`config.mk`:
```
export PLATFORM = sky130hd
export DESIGN_NAME = sys_clken_gen
export DESIGN_NICKNAME = d
export VERILOG_FILES = /design/src/rtl/sys_clken_pkg.sv /design/src/rtl/clken_phase_acc.sv /design/src/rtl/sys_clken_gen.sv
export SDC_FILE = /design/constraint.sdc
export NUM_CORES = 1
export LEC_CHECK = 0
export ABC_AREA = 1
export ABC_CLOCK_PERIOD_IN_PS = 2000
export BUFFER_PORTS_ARGS = -buffer_cell sky130_fd_sc_hd__buf_2
export CAP_MARGIN = 30
export CELL_PAD_IN_SITES_DETAIL_PLACEMENT = 0
export CELL_PAD_IN_SITES_GLOBAL_PLACEMENT = 2
export CORE_ASPECT_RATIO = 0.5
export CORE_MARGIN = 2
export CORE_UTILIZATION = 31
export DETAILED_ROUTE_END_ITERATION = 6
export GPL_ROUTABILITY_DRIVEN = 0
export MAX_ROUTING_LAYER = met4
export PLACE_DENSITY = 0.8
export SETUP_SLACK_MARGIN = 0.1
export SYNTH_ARGS = -nofsm -noshare
export SYNTH_HDL_FRONTEND = slang
export SYNTH_HIERARCHICAL = 1
export SYNTH_SLANG_ARGS = --single-unit
```
`constraint.sdc`:
```
create_clock -name refclk -period 2 [get_ports refclk]
set_input_delay 0.1 -clock refclk [delete_from_list [all_inputs] [get_ports refclk]]
set_output_delay 0.1 -clock refclk [all_outputs]
set_load 0.01 [all_outputs]
```
`src/rtl/sys_clken_pkg.sv`:
```
// Shared types and defaults for the multi-channel clock-enable generator.
package sys_clken_pkg;

    typedef enum logic [1:0] {
        StIdle,
        StLocking,
        StRun,
        StSettle
    } clken_state_e;

    localparam int unsigned LockCyclesDefault   = 1024;
    localparam int unsigned SettleCyclesDefault = 64;

    // Channel-select width; at least one bit even for a single channel.
    function automatic int unsigned ch_w(input int unsigned num_ch);
        int unsigned w;
        w = (num_ch > 1) ? $clog2(num_ch) : 1;
        return w;
    endfunction

endpackage

```
`src/rtl/clken_phase_acc.sv`:
```
// One channel of the enable generator: increment register, phase accumulator
// and the registered strobe taken from the accumulator carry.
module clken_phase_acc #(
    parameter int unsigned     AccW    = 32,
    parameter logic [AccW-1:0] InitInc = '0
) (
    input  logic            clk_i,
    input  logic            rst_i,
    input  logic            clear_i,
    input  logic            load_i,
    input  logic [AccW-1:0] inc_i,
    input  logic            run_i,
    input  logic            gate_i,
    output logic            ce_o
);

    logic [AccW-1:0] inc_q, inc_d;
    logic [AccW-1:0] acc_q, acc_d;
    logic            ce_q, ce_d;
    logic [AccW:0]   sum;

    // Next increment and phase; the carry out of the add is the only strobe source.
    always_comb begin
        sum   = {1'b0, acc_q} + {1'b0, inc_q};
        inc_d = load_i ? inc_i : inc_q;
        acc_d = acc_q;
        if (clear_i || !run_i) begin
            acc_d = '0;
        end else begin
            acc_d = sum[AccW-1:0];
        end
        ce_d = gate_i && sum[AccW];
    end

    // Channel state registers with synchronous reset.
    always_ff @(posedge clk_i) begin
        if (rst_i) begin
            inc_q <= InitInc;
            acc_q <= '0;
            ce_q  <= 1'b0;
        end else begin
            inc_q <= inc_d;
            acc_q <= acc_d;
            ce_q  <= ce_d;
        end
    end

    assign ce_o = ce_q;

endmodule

```
`src/rtl/sys_clken_gen.sv`:
```
// Multi-channel fractional clock-enable generator with lock/settle sequencing.
// Optional build macro CLKEN_PHASE_RESYNC_EN: any accepted valid reconfig clears
// every channel's accumulator so all channels restart phase-aligned.
module sys_clken_gen
    import sys_clken_pkg::*;
#(
    parameter int unsigned              NUM_CH        = 3,
    parameter int unsigned              ACC_W         = 32,
    parameter int unsigned              LOCK_CYCLES   = LockCyclesDefault,
    parameter int unsigned              SETTLE_CYCLES = SettleCyclesDefault,
    parameter logic [NUM_CH*ACC_W-1:0]  INIT_INC      = '0
) (
    input  logic                    refclk,
    input  logic                    rst,
    input  logic                    cfg_valid,
    output logic                    cfg_ready,
    input  logic [ch_w(NUM_CH)-1:0] cfg_ch,
    input  logic [ACC_W-1:0]        cfg_inc,
    output logic                    cfg_err,
    output logic [NUM_CH-1:0]       ce,
    output logic                    locked
);

    localparam int unsigned CH_W    = ch_w(NUM_CH);
    localparam int unsigned LockW   = (LOCK_CYCLES > 1) ? $clog2(LOCK_CYCLES) : 1;
    localparam int unsigned SettleW = (SETTLE_CYCLES > 1) ? $clog2(SETTLE_CYCLES) : 1;
    localparam logic [LockW-1:0]   LockLast   = LockW'(LOCK_CYCLES - 1);
    localparam logic [SettleW-1:0] SettleLast = SettleW'(SETTLE_CYCLES - 1);
    localparam logic [CH_W:0]      NumChLim   = (CH_W + 1)'(NUM_CH);

    clken_state_e       state_q, state_d;
    logic [LockW-1:0]   lock_cnt_q, lock_cnt_d;
    logic [SettleW-1:0] settle_cnt_q, settle_cnt_d;
    logic               cfg_err_q, cfg_err_d;

    logic cfg_fire;   // handshake completed this cycle
    logic ch_ok;      // addressed channel exists
    logic cfg_ok;     // completed handshake that actually reconfigures
    logic run_acc;    // accumulators advance
    logic gate;       // strobes may be registered this cycle
    logic clear_all;

    assign cfg_ready = (state_q == StLocking) || (state_q == StRun);
    assign locked    = (state_q == StRun);
    assign cfg_err   = cfg_err_q;

    assign cfg_fire = cfg_valid && cfg_ready;
    assign ch_ok    = ({1'b0, cfg_ch} < NumChLim);
    assign cfg_ok   = cfg_fire && ch_ok;
    assign run_acc  = (state_q == StRun) || (state_q == StSettle);
    // A reconfig in RUN moves to SETTLE next cycle, so its strobes are dropped too.
    assign gate     = (state_q == StRun) && !cfg_ok;

`ifdef CLKEN_PHASE_RESYNC_EN
    assign clear_all = cfg_ok;
`else
    assign clear_all = 1'b0;
`endif

    // Lock/settle sequencing and reconfig decode.
    always_comb begin
        state_d      = state_q;
        lock_cnt_d   = lock_cnt_q;
        settle_cnt_d = settle_cnt_q;
        cfg_err_d    = cfg_fire && !ch_ok;
        unique case (state_q)
            StIdle: begin
                lock_cnt_d = '0;
                state_d    = StLocking;
            end
            StLocking: begin
                if (cfg_ok) begin
                    // A reconfig restarts the lock interval, even on its last cycle.
                    lock_cnt_d = '0;
                end else if (lock_cnt_q == LockLast) begin
                    lock_cnt_d = '0;
                    state_d    = StRun;
                end else begin
                    lock_cnt_d = lock_cnt_q + 1'b1;
                end
            end
            StRun: begin
                if (cfg_ok) begin
                    settle_cnt_d = '0;
                    state_d      = StSettle;
                end
            end
            StSettle: begin
                if (settle_cnt_q == SettleLast) begin
                    settle_cnt_d = '0;
                    state_d      = StRun;
                end else begin
                    settle_cnt_d = settle_cnt_q + 1'b1;
                end
            end
            default: state_d = StIdle;
        endcase
    end

    // Control registers with synchronous reset.
    always_ff @(posedge refclk) begin
        if (rst) begin
            state_q      <= StIdle;
            lock_cnt_q   <= '0;
            settle_cnt_q <= '0;
            cfg_err_q    <= 1'b0;
        end else begin
            state_q      <= state_d;
            lock_cnt_q   <= lock_cnt_d;
            settle_cnt_q <= settle_cnt_d;
            cfg_err_q    <= cfg_err_d;
        end
    end

    for (genvar i = 0; i < NUM_CH; i++) begin : g_ch
        logic hit;
        assign hit = cfg_ok && (cfg_ch == CH_W'(i));

        clken_phase_acc #(
            .AccW    (ACC_W),
            .InitInc (INIT_INC[i*ACC_W +: ACC_W])
        ) u_acc (
            .clk_i   (refclk),
            .rst_i   (rst),
            .clear_i (hit || clear_all),
            .load_i  (hit),
            .inc_i   (cfg_inc),
            .run_i   (run_acc),
            .gate_i  (gate),
            .ce_o    (ce[i])
        );
    end

endmodule

```
==> flow_metrics.py <==
metrics = {
    "floorplanning": {
        "die_w_microns": 308,
        "floorplan.rows": 55,
        "die_height_microns": 156,
        "initial_utilization_pct": 31.5,
        "die_area_sq_um": 47900,
        "ios": 43,
        "core_area_sq_um": 45300,
    },
    "critical_path": {
        "cp_max_fo": 4,
        "required_ns": 2.42,
        "crit_start": "g_ch[2].u_acc/inc_q[28]",
        "crit_buf_inv": 1,
        "reg2reg_depth": 8,
        "cp-end-kind": "flop",
        "rr_endpoint": "g_ch[2].u_acc/acc_q[31]",
        "crit_end": "g_ch[2].u_acc/acc_q[31]",
        "cp_slowest_stage_delay_ns": 0.41,
        "cp-start-kind": "flop",
        "crit_cells": 8,
        "crit_slowest_cell": "ha_1",
        "cp_cell_sequence": "ha_1 -> nand2_1 -> buf_4 -> nor3_2 -> and2_4 -> nand2_2 -> a21oi_1 -> nor2_1",
        "cp_top_family": "simple AND/OR/NAND/NOR gates",
        "regToRegSetupSlack_ns": 0.19,
        "reg2reg_from": "g_ch[2].u_acc/inc_q[28]",
        "arrival_ns": 2.23,
        "worstSetupPathType": "reg -> reg",
    },
    "detailed_routing": {
        "route.detailed.drc": 0,
        "vias_per_cell": 4.56,
        "wl_mm": 46.3,
        "ant_nets": 0,
        "first_pass_iters": 5,
        "wl_per_cell_microns": 15.0,
        "dr.first_iter.drc_count": 797,
        "vias": 14060,
    },
    "power": {
        "internal-power_w": 0.00817,
        "p_comb_share_pct": 23.6,
        "switching_share_pct": 32.4,
        "p_switching_w": 0.00392,
        "power_frac_seq_pct": 40.2,
        "pwr-share-clk_pct": 36.3,
        "vdd_drop_max_mv": 0.534,
        "p_leak_nw": 8.93,
        "pwr_density_cell_nw_per_um2": 694,
    },
    "grt": {
        "first_global_vias": 13457,
        "met1_usage_pct": 28.2,
        "grt_busiest_layer": "met2",
        "use_met2_pct": 30.9,
        "grt-ovfl-total": 0,
        "grt_pass1_wl_mm": 73.3,
        "antenna_found_initial": 0,
        "grtUsageMet3_pct": 2.08,
        "grt_usage_pct": 20.1,
        "grt_max_degree": 34,
    },
    "placement": {
        "placed_area_sq_um": 15500,
        "placed_cells": 2999,
        "dp_slack_ns": -0.280,
        "dp_hpwl_mm": 36.7,
        "numPortBuffers": 42,
    },
    "timing": {
        "worst_slew_pin_slew_ns": 0.543,
        "finalSetupViolations": 0,
        "layout_setup_ws_ns": 0.193,
        "fin_crit_sh_pct": 90.4,
        "rsz0062_at_grt": "true",
        "final_max_slew_viol_count": 0,
        "fin_crit_ns": 1.81,
        "hold_viol": 0,
        "max_freq_mhz": 553,
        "clock-skew-final_ns": 0.00871,
        "slew_headroom_pct": 63.8,
    },
    "clock_network": {
        "clock_path_buffers": 3,
        "cts_tree": "yes",
        "cts_sinks": 214,
        "numCtsBuffers": 23,
        "cts_max_level": 1,
        "clock_latency_ns": 0.53,
        "cts_root_buffer": "clkbuf_16",
        "clk_pin_slew_ns": 0.07,
    },
    "outcome": {
        "status": "finished, final reports clean",
    },
    "synthesis": {
        "ys_warn_count": 6,
        "syn-cell-area_sq_um": 14300,
        "yosysTopAreaCellShare_pct": 30.0,
        "ys_ff_latch": 214,
        "seq_area_frac_synth_pct": 30.0,
        "syn_area_per_cell_sq_um": 6.08,
        "synth.distinct_cells": 34,
        "synthCells": 2352,
        "synth.area.top_cells": "dfxtp_1 (30%), nand2_1 (18%), nor2_1 (10%)",
        "synth_largest_area_cell": "dfxtp_1",
        "syn-num-nets": 2494,
    },
    "cells_and_area": {
        "drive_above_1_share_pct": 14.7,
        "stdcell_area_sq_um": 17400,
        "diodes": 0,
        "stdcell_count": 3085,
        "utilization_pct": 38.4,
        "syn_to_final_growth_pct": 21.9,
        "fin_nets": 2613,
    },
    "worst_hold_path": {
        "hp-start": "rst",
        "hp-class": "in -> reg",
    },
    "job": {
        "drv_cap": 0,
    },
}
[worst register-to-register path, cell delays in order, from the launching register on]
cell     delay, ns
dfxtp_1       0.34
ha_1          0.41
nand2_1       0.12
buf_4         0.15
nor3_2        0.22
and2_4        0.18
nand2_2       0.08
a21oi_1       0.15
nor2_1        0.06
[logic make-up after synthesis]
| family | after synthesis | synth area share, % |
|---|---|---|
| and+or+nand+nor | 1325 | 38.7 |
| buffers and inverters | 411 | 11.0 |
| AOI/OAI and AO/OA | 290 | 10.6 |
| DFF | 214 | 30.0 |
| adders and majority gates | 105 | 9.35 |
| xor gates and xnor gates | 7 | 0.429 |
[power groups by stage]
| stage | Combinational [W] | Clock [W] | Sequential, W |
|---|---|---|---|
| 2_1_floorplan | 0.00160 | 0 | 0.00480 |
| 3_3_place_gp | 0.00247 | 0 | 0.00492 |
| 3_5_place_dp | 0.00248 | 0 | 0.00492 |
| 4_1_cts | 0.00270 | 0.00454 | 0.00483 |
| 5_1_grt | 0.00319 | 0.00471 | 0.00489 |
| 6_report | 0.00285 | 0.00438 | 0.00486 |
[routing by layer]
metal / vias up / part of all wire, %
met4: 0 / 2.1
met5: - / 0
met3: 65 / 3.0
met1: 6261 / 52
met2: 167 / 43
li1: 7567 / -
[Yosys cell counts]
master / instances
xnor2_1: 6
a21o_1: 3
nand4_1: 17
nand2_2: 37
fa_1: 3
a21oi_2: 1
o21ai_0: 135
buf_2: 7
nor2_1: 396
and3_1: 2
nand2_1: 695
or2_1: 3
nand2_4: 1
xor2_1: 1
nor2_4: 2
nand3_1: 98
dfxtp_1: 214
and2_1: 12
o21bai_1: 9
o21ai_4: 1
buf_6: 2
buf_1: 3
clkbuf_1: 25
or2_4: 1
ha_1: 102
o21a_1: 8
inv_2: 17
nor3_1: 20
nor3_2: 16
inv_1: 357
a21oi_1: 133
nand3b_1: 2
nor2_2: 14
nand3_2: 9
[sequential cells by signal, indices dropped and copies added (netlist names)]
register and flops:
g_ch.u_acc/inc_q 96, cfg_err 1, state_q 2, g_ch.u_acc/acc_q 96
settle_cnt_q 6, lock_cnt_q 10, g_ch.u_acc/ce_o 3
[layout make-up]
| type | instances | area, sq um |
|---|---|---|
| sequential | 214 | 4290 |
| clock buffer | 30 | 622 |
| inverter | 374 | 1410 |
| multi-input combinational | 1727 | 9120 |
| fill | 4935 | 27900 |
| tap | 598 | 748 |
| clock inverter | 11 | 120 |
| timing repair buffer | 131 | 1120 |
[worst min path at each step]
stage / endpoint / slack [ns] / cells after the start
final: lock_cnt_q[9] / 0.05 / 2
after global routing: lock_cnt_q[9] / 0.05 / 2
after CTS: lock_cnt_q[9] / 0.03 / 2
after detailed placement: g_ch[2].u_acc/inc_q[26] / 0.38 / 3
after global placement: g_ch[1].u_acc/inc_q[25] / 0.38 / 3
after floorplan: g_ch[0].u_acc/inc_q[20] / 0.23 / 2
[placed cells by master, fill, tap and decap left out, types with 23 or more instances in the layout]
master / instances
clkbuf_16: 24
inv_1: 351
nand3_2: 23
ha_2: 24
a21oi_1: 116
ha_1: 57
o21ai_0: 134
dlygate4sd3_1: 35
buf_2: 42
nor2_2: 28
nand2_1: 673
dfxtp_1: 209
nand2_2: 56
nor2_1: 381
buf_4: 40
nand3_1: 82
[per-stage QoR]
step	TNS, ns	power (W)	hold WS, ns
final	0	0.0121	0.0471
after CTS	0	0.0121	0.0304
after global placement	-5.80	0.00739	0.376
after detailed placement	-5.99	0.00740	0.382
after global routing	0	0.0128	0.0473
after floorplan	0	0.00640	0.235
[repair_timing]
| item | 4_1_cts | 5_1_grt |
|---|---|---|
| endpoints found under the setup margin | 76 | 116 |
| hold endpoints to repair | 97 | 0 |
| setup buffers | 4 | 5 |
| hold buffers | 35 | 0 |
| resized for setup | 17 | 137 |
| pin swaps | 3 | 13 |
| gates cloned | 1 | 1 |
No activity file was read; power rests on OpenSTA's default activity.
